### config.mk
export PLATFORM = sky130hd
export DESIGN_NAME = multi_cpu
export DESIGN_NICKNAME = d
export VERILOG_FILES = /design/src/rtl/multi_cpu.sv
export SDC_FILE = /design/constraint.sdc
export NUM_CORES = 2
export LEC_CHECK = 0
export CORE_MARGIN = 2
export CORE_UTILIZATION = 60
export CTS_CLUSTER_DIAMETER = 200
export DETAILED_ROUTE_END_ITERATION = 7
export GPL_TIMING_DRIVEN = 1
export PLACE_DENSITY = 0.79
export SYNTH_ARGS = -nofsm -noshare
export SYNTH_HDL_FRONTEND = slang
export SYNTH_SLANG_ARGS = --single-unit
### constraint.sdc
create_clock -name clk -period 44.3 [get_ports clk]
set_clock_uncertainty 0.1 [all_clocks]
set_input_delay 4.43 -clock clk [delete_from_list [all_inputs] [get_ports clk]]
set_output_delay 4.43 -clock clk [all_outputs]
set_load 0.02 [all_outputs]
### src/rtl/multi_cpu.sv
// Multi-cycle MIPS-subset core with one shared memory/IO bus.
// Latency: 3 cycles (branch/jump), 4 cycles (ALU, sw), 5 cycles (lw).
// Backpressure: IF, MEM_RD and MEM_WR hold all state while MIO_ready is low.
module multi_cpu (
  input  logic        clk,
  input  logic        reset,
  input  logic        MIO_ready,
  input  logic        INT,
  input  logic [31:0] Data_in,
  output logic [4:0]  state,
  output logic [31:0] inst_out,
  output logic [31:0] PC_out,
  output logic [31:0] Addr_out,
  output logic [31:0] Data_out,
  output logic        mem_w,
  output logic        CPU_MIO
);

  typedef enum logic [4:0] {
    S_IF      = 5'd0,
    S_ID      = 5'd1,
    S_EX_R    = 5'd2,
    S_MEM_ADR = 5'd3,
    S_MEM_RD  = 5'd4,
    S_MEM_WR  = 5'd5,
    S_WB_LW   = 5'd6,
    S_WB_R    = 5'd7,
    S_EX_I    = 5'd8,
    S_WB_I    = 5'd9,
    S_BR      = 5'd10,
    S_J       = 5'd11,
    S_JAL     = 5'd12,
    S_JR      = 5'd13
  } state_t;

  localparam logic [5:0] OP_R    = 6'h00;
  localparam logic [5:0] OP_J    = 6'h02;
  localparam logic [5:0] OP_JAL  = 6'h03;
  localparam logic [5:0] OP_BEQ  = 6'h04;
  localparam logic [5:0] OP_BNE  = 6'h05;
  localparam logic [5:0] OP_ADDI = 6'h08;
  localparam logic [5:0] OP_SLTI = 6'h0a;
  localparam logic [5:0] OP_ANDI = 6'h0c;
  localparam logic [5:0] OP_ORI  = 6'h0d;
  localparam logic [5:0] OP_XORI = 6'h0e;
  localparam logic [5:0] OP_LUI  = 6'h0f;
  localparam logic [5:0] OP_LW   = 6'h23;
  localparam logic [5:0] OP_SW   = 6'h2b;

  localparam logic [5:0] F_SLL = 6'h00;
  localparam logic [5:0] F_SRL = 6'h02;
  localparam logic [5:0] F_JR  = 6'h08;
  localparam logic [5:0] F_ADD = 6'h20;
  localparam logic [5:0] F_SUB = 6'h22;
  localparam logic [5:0] F_AND = 6'h24;
  localparam logic [5:0] F_OR  = 6'h25;
  localparam logic [5:0] F_XOR = 6'h26;
  localparam logic [5:0] F_NOR = 6'h27;
  localparam logic [5:0] F_SLT = 6'h2a;

  state_t      state_q, state_d;
  logic [31:0] pc_q, ir_q, a_q, b_q, aluout_q, mdr_q;
  logic [31:0] rf_q [32];

  // The interrupt request is reserved and intentionally ignored.
  logic unused_int;
  assign unused_int = INT;

  // Instruction fields, all taken from the registered IR.
  logic [5:0]  op, funct;
  logic [4:0]  rs, rt, rd, shamt;
  logic [31:0] imm_sext, imm_zext, jump_tgt;
  assign op       = ir_q[31:26];
  assign rs       = ir_q[25:21];
  assign rt       = ir_q[20:16];
  assign rd       = ir_q[15:11];
  assign shamt    = ir_q[10:6];
  assign funct    = ir_q[5:0];
  assign imm_sext = {{16{ir_q[15]}}, ir_q[15:0]};
  assign imm_zext = {16'h0000, ir_q[15:0]};
  // PC already holds PC+4 once IF completes, so the region bits come from it.
  assign jump_tgt = {pc_q[31:28], ir_q[25:0], 2'b00};

  logic [31:0] rs_val, rt_val;
  assign rs_val = (rs == 5'd0) ? 32'h0 : rf_q[rs];
  assign rt_val = (rt == 5'd0) ? 32'h0 : rf_q[rt];

  // Register-register ALU result used in EX_R; also flags which functs are legal.
  logic [31:0] alu_r;
  logic        r_alu_ok;
  always_comb begin
    alu_r    = 32'h0;
    r_alu_ok = 1'b1;
    case (funct)
      F_ADD:   alu_r = a_q + b_q;
      F_SUB:   alu_r = a_q - b_q;
      F_AND:   alu_r = a_q & b_q;
      F_OR:    alu_r = a_q | b_q;
      F_XOR:   alu_r = a_q ^ b_q;
      F_NOR:   alu_r = ~(a_q | b_q);
      F_SLT:   alu_r = ($signed(a_q) < $signed(b_q)) ? 32'h1 : 32'h0;
      F_SLL:   alu_r = b_q << shamt;
      F_SRL:   alu_r = b_q >> shamt;
      default: r_alu_ok = 1'b0;
    endcase
  end

  // Register-immediate ALU result used in EX_I.
  logic [31:0] alu_i;
  always_comb begin
    alu_i = 32'h0;
    case (op)
      OP_ADDI: alu_i = a_q + imm_sext;
      OP_SLTI: alu_i = ($signed(a_q) < $signed(imm_sext)) ? 32'h1 : 32'h0;
      OP_ANDI: alu_i = a_q & imm_zext;
      OP_ORI:  alu_i = a_q | imm_zext;
      OP_XORI: alu_i = a_q ^ imm_zext;
      OP_LUI:  alu_i = {ir_q[15:0], 16'h0000};
      default: alu_i = 32'h0;
    endcase
  end

  logic br_take;
  assign br_take = (op == OP_BEQ) ? (a_q == b_q) : (a_q != b_q);

  // State register; reset aborts any instruction in flight.
  always_ff @(posedge clk or posedge reset) begin
    if (reset) state_q <= S_IF;
    else       state_q <= state_d;
  end

  // Next-state decode; unknown opcodes/functs fall straight back to IF.
  always_comb begin
    state_d = state_q;
    case (state_q)
      S_IF: if (MIO_ready) state_d = S_ID;
      S_ID: begin
        case (op)
          OP_R: begin
            if (funct == F_JR) state_d = S_JR;
            else if (r_alu_ok) state_d = S_EX_R;
            else               state_d = S_IF;
          end
          OP_LW, OP_SW:                        state_d = S_MEM_ADR;
          OP_ADDI, OP_SLTI, OP_ANDI, OP_ORI,
          OP_XORI, OP_LUI:                     state_d = S_EX_I;
          OP_BEQ, OP_BNE:                      state_d = S_BR;
          OP_J:                                state_d = S_J;
          OP_JAL:                              state_d = S_JAL;
          default:                             state_d = S_IF;
        endcase
      end
      S_EX_R:    state_d = S_WB_R;
      S_MEM_ADR: state_d = (op == OP_LW) ? S_MEM_RD : S_MEM_WR;
      S_MEM_RD:  if (MIO_ready) state_d = S_WB_LW;
      S_MEM_WR:  if (MIO_ready) state_d = S_IF;
      S_EX_I:    state_d = S_WB_I;
      default:   state_d = S_IF;
    endcase
  end

  // Datapath registers: PC, IR, operand latches, ALU result and memory data.
  always_ff @(posedge clk or posedge reset) begin
    if (reset) begin
      pc_q     <= 32'h0;
      ir_q     <= 32'h0;
      a_q      <= 32'h0;
      b_q      <= 32'h0;
      aluout_q <= 32'h0;
      mdr_q    <= 32'h0;
    end else begin
      case (state_q)
        S_IF: begin
          if (MIO_ready) begin
            ir_q <= Data_in;
            pc_q <= pc_q + 32'd4;
          end
        end
        S_ID: begin
          a_q      <= rs_val;
          b_q      <= rt_val;
          aluout_q <= pc_q + {imm_sext[29:0], 2'b00};
        end
        S_EX_R:    aluout_q <= alu_r;
        S_MEM_ADR: aluout_q <= a_q + imm_sext;
        S_MEM_RD:  if (MIO_ready) mdr_q <= Data_in;
        S_EX_I:    aluout_q <= alu_i;
        S_BR:      if (br_take) pc_q <= aluout_q;
        S_J:       pc_q <= jump_tgt;
        S_JAL:     pc_q <= jump_tgt;
        S_JR:      pc_q <= a_q;
        default:   ;
      endcase
    end
  end

  // Register-file write port: one source per write-back state.
  logic        rf_we;
  logic [4:0]  rf_waddr;
  logic [31:0] rf_wdata;
  always_comb begin
    rf_we    = 1'b0;
    rf_waddr = 5'd0;
    rf_wdata = 32'h0;
    case (state_q)
      S_WB_LW: begin rf_we = 1'b1; rf_waddr = rt;    rf_wdata = mdr_q;    end
      S_WB_R:  begin rf_we = 1'b1; rf_waddr = rd;    rf_wdata = aluout_q; end
      S_WB_I:  begin rf_we = 1'b1; rf_waddr = rt;    rf_wdata = aluout_q; end
      S_JAL:   begin rf_we = 1'b1; rf_waddr = 5'd31; rf_wdata = pc_q;     end
      default: ;
    endcase
  end

  // Register file; $0 is never written so it always reads as zero.
  always_ff @(posedge clk or posedge reset) begin
    if (reset) begin
      for (int i = 0; i < 32; i++) rf_q[i] <= 32'h0;
    end else if (rf_we && (rf_waddr != 5'd0)) begin
      rf_q[rf_waddr] <= rf_wdata;
    end
  end

  // Bus outputs decode from registers only, so they are stable across MEM_WR.
  always_comb begin
    state    = state_q;
    inst_out = ir_q;
    PC_out   = pc_q;
    Data_out = b_q;
    Addr_out = (state_q == S_IF) ? pc_q : aluout_q;
    mem_w    = (state_q == S_MEM_WR);
    CPU_MIO  = (state_q == S_IF) || (state_q == S_MEM_RD) || (state_q == S_MEM_WR);
  end

endmodule

-- Yosys cells after proc, flatten, opt, wreduce, memory -nomap -nowiden
Index checks and enable logic that the tools add are counted.
- flip-flop bits (word level): 1221
- output and inout port bits: 135
- word-level logic and storage cells: 163
- $add $sub $neg: 5
- order comparisons: 6
- equal/unequal tests: 40
- shift-type cells: 2
- mux-type cells: 33
- bitwise logic cells: 11
- reductions and logical operators: 26
- operators by type and width (cell ; number):
    bitwise mux 1024 bit ; 1
    binary-select mux 32 bit (select 5 bit) ; 2
    two-way mux 32 bit ; 10
    one-hot mux 32 bit (9 select lines) ; 1
    one-hot mux 32 bit (4 select lines) ; 2
    one-hot mux 32 bit (6 select lines) ; 1
    demux 32 bit (select 5 bit) ; 1
    adder 32 bit ; 3
    one-hot mux 32 bit (3 select lines) ; 1
    equality test 6 bit (second input constant) ; 9
    equality test 6 x 4 -> 1 bit (second input constant) ; 7
    one-hot mux 5 bit (7 select lines) ; 1
    adder 32 x 3 -> 32 bit (second input constant) ; 1
    bitwise AND 32 x 16 -> 32 bit ; 1
    bitwise AND 32 bit ; 1
    equality test 32 bit ; 1
    less-than comparator 32 x 16 -> 1 bit ; 1
    less-than comparator 32 bit ; 1
    != test 32 bit ; 1
    inverter 32 bit ; 1
    bitwise OR 32 x 16 -> 32 bit ; 1
    bitwise OR 32 bit ; 1
    left shift 32 x 5 -> 32 bit ; 1
    right shift 32 x 5 -> 32 bit ; 1
    other kinds (34) ; 72

-- Longest topological paths before layout
- word-level depth: 9
- gate-level depth with buffers: 16
- gate-level depth less buffers: 13

-- Worst setup path after synthesis
Ideal clock, no wire load.
- path kind: reg2out
- start point: register state_q[3] (netlist: state[3])
- end point: output Addr_out[10]
- arrival time: 2.214 ns
- slack: 37.556 ns
- cell stages (with the launch flop): 6
- cells stage by stage: dfrtp_1 -> buf_2 -> clkbuf_1 -> nor4_1 -> clkbuf_1 -> mux2_2
- cells in the longest elaborated chain, start to end: 2
- RTL lines (item ; RTL line ; text):
    start: declaration ; 61 ; state_t state_q, state_d;
    start signal: assignment ; 129 ; else state_q <= state_d;
    logical NOT 5 bit ; 229 ; Addr_out = (state_q == S_IF) ? pc_q : aluout_q;
    two-way mux 32 bit ; 229 ;
    end: declaration ; 13 ; output logic [31:0] Addr_out,
No other way between the ends.

==> metrics.cfg <==
[timing]
min_period_ns=8.53
finalHoldViolCount=0
tightest_slew_ns=1.24
rsz0062_at_grt=false
relSlewSlack_pct=17.1
tns_ns=0
report.final.slew_viol_count=0
clock.fmax_mhz=117
finalCritPeriodShare_pct=19.3
postLayoutSetupSlackWorst_ns=35.77
finalSetupViolations=0

[critical_path]
crit_arrival_ns=9.20
crit_path_end_kind=asynchronous set/reset pin
cpMaxStageDelayCell=buf_4
critPathMaxFanout=197
worstPathRequired_ns=44.97
start_kind=input pin
crit_chain=clkdlybuf4s50_1, inv_8, buf_4, buf_4, buf_4, buf_12
path_class=in -> async
cp_common_cell=buf_4
max_stage_delay_ns=0.93

[outcome]
violations=design-rule violations
outcome=finished, violations left

[floorplan]
num_rows=130
initial_utilization_pct=60.2
core_region_area_sq_um=125000
dieArea_sq_um=129000
die-height_um=359
fp.dieW_um=359
ioPinCount=171

[logic_synthesis]
yosysUniqueCellTypes=112
synth_area_leaders=dfrtp_1, mux4_2, a21oi_1
ys.flop_type=dfrtp_1
synthArstFlopShare_pct=100
yosys.area.top_type=dfrtp_1
syn-instance-count=7261
synth_seq_cells=1220
synth_edf_count=0
syn_area_sq_um=75400
yosysSeqAreaShare_pct=40.5
synthesis.nets=7506
yosysMostFrequentCell=dfrtp_1
yosysWarningCount=0
synth_top_area_share_pct=40.5
syn_area_per_cell_sq_um=10.4
yosys-top-cells-count=dfrtp_1, nor2_1, a21oi_1

[power]
ir_worst_vdd_mv=0.0618
power.density_nw_per_um2=69.0
leakagePower_nw=34.7

[final_layout]
postLayoutCoreUtil_pct=65.7
drive_above_1_share_pct=17.7
fin_cells=8778
area_growth_pct=9.04
n_fill_cell=9427
final_area_sq_um=82200
nets=7266

[global_routing]
grt_max_degree=203
grt_pass1_wl_um=423000
grt_antenna_before_repair=15
grt_overflow=0
grt_pass1_vias=63308
track_usage_pct=45.4

[clock_tree]
htreeDepth=4
cts-root-buf=clkbuf_16
max-clock-path-buffers=3
cts_buffers=135
cts_tree=yes
post_cts_buffers=0
clk_transition_reported_paths_ns=0.06
clock_latency_ns=0.83
cts_resized=0
ctsHoldBuffers=0
cts_sinks=1220

[route]
drt_wl_total_um=291000
viasPerCell=7.37
drtIter0Drc=9985
wl_per_cell_um=33.1
detail-route-antenna-nets=0
vias=64718
remaining_drc_errors=6
firstDrtPassIters=8

[placement]
hpwl_um=187000
pre_cts_slack_ns=34.85
place.port_buffers=168
gp_congestion=1.10
dpl.cell_count=8534
postPlaceCellArea_sq_um=77600

[run]
max-cap-violations=0

[hold_path]
hp-class=reg -> reg

-- per-stage QoR --
stage / power [mW] / hold slack (ns)
detailed placement: 4.39 / 0.283
floorplan: 3.39 / 0.341
finish: 5.67 / 0.293
CTS: 5.56 / 0.298
global placement: 4.36 / 0.276
global route: 5.85 / 0.307
-- logic make-up after synthesis --
family / Yosys count / share of synthesized area (%)
AND/OR/NAND/NOR: 1798 / 10.2
AO/OA/AOI/OAI: 2163 / 17.2
adder cells (fa/ha/maj): 209 / 3.51
buffers and inverters: 859 / 4.94
XOR/XNOR: 88 / 1.02
multiplexers: 923 / 22.7
flip-flops: 1220 / 40.5
other: 1 / 0.00497
-- cell usage in the layout (no fill, tap or decap), types with 31 or more instances in the layout --
| cell type | Yosys | routed |
|---|---|---|
| a211oi_1 | 39 | 39 |
| a21o_1 | 48 | 48 |
| a21oi_1 | 808 | 808 |
| a221oi_1 | 47 | 47 |
| a222oi_1 | 52 | 52 |
| a22oi_1 | 46 | 46 |
| a31oi_1 | 31 | 31 |
| buf_4 | 19 | 159 |
| clkbuf_16 | 0 | 135 |
| clkbuf_8 | 15 | 35 |
| clkdlybuf4s50_1 | 0 | 168 |
| dfrtp_1 | 1220 | 1204 |
| ha_1 | 205 | 205 |
| inv_1 | 143 | 142 |
| mux2_2 | 130 | 130 |
| mux2i_1 | 178 | 178 |
| mux4_2 | 614 | 614 |
| nand2_1 | 635 | 624 |
| nand3_1 | 54 | 52 |
| nor2_1 | 825 | 823 |
| nor3_1 | 63 | 58 |
| o21ai_0 | 584 | 583 |
| o21ai_1 | 71 | 70 |
| o221ai_1 | 35 | 35 |
| o22ai_1 | 127 | 127 |
| xnor2_1 | 69 | 69 |
-- worst max-delay path: cells and delay by family --
family   cells  cell delay [ns]
buf+inv      6             4.40
-- state kept, by name, summed over array words and instances (netlist names) --
signal    count
a_q          32
PC_out       32
aluout_q     32
state         4
Data_out     32
inst_out     32
mdr_q        32
rf_q       1024
-- metal layers --
metal	global-route usage (%)	share of wire (%)	up-vias
li1	-	-	26423
met1	59.6	36	32190
met2	65.2	43	4840
met3	15.2	14	1249
met4	28.9	7.5	16
met5	0	0.039	-
-- final timing paths --
| kind | from | cells past startpoint | to | slack (ns) |
|---|---|---|---|---|
| setup / recovery | reset | 6 | rf_q[117] | 35.77 |
| hold / removal | rf_q[1006] | 0 | rf_q[1006] | 0.29 |
| setup reg to reg | Data_out[24] | 11 | PC_out[4] | 38.46 |
| hold reg to reg | rf_q[1006] | 0 | rf_q[1006] | 0.29 |
| max in group clk | state[2] | 4 | Addr_out[12] | 36.60 |
| min in group asynchronous | reset | 2 | inst_out[31] | 4.12 |
-- layout make-up --
class	instances	area [sq um]	share of cell area, %
multi-input combinational	5182	41400	50.3
sequential	1220	30600	37.2
clock buffer	190	3940	4.78
timing repair buffer	335	3040	3.69
tap	1650	2060	2.51
clock inverter	53	691	0.840
inverter	147	559	0.680
antenna	1	2.50	0.00304
-- power by group --
part	switching, mW	leakage [nW]	internal (mW)
registers	0.365	16.7	1.29
clock network	0.507	2.26	0.669
logic	1.76	15.8	1.09
total	2.63	34.7	3.04
Note: power is estimated with default switching activity, not from simulation.
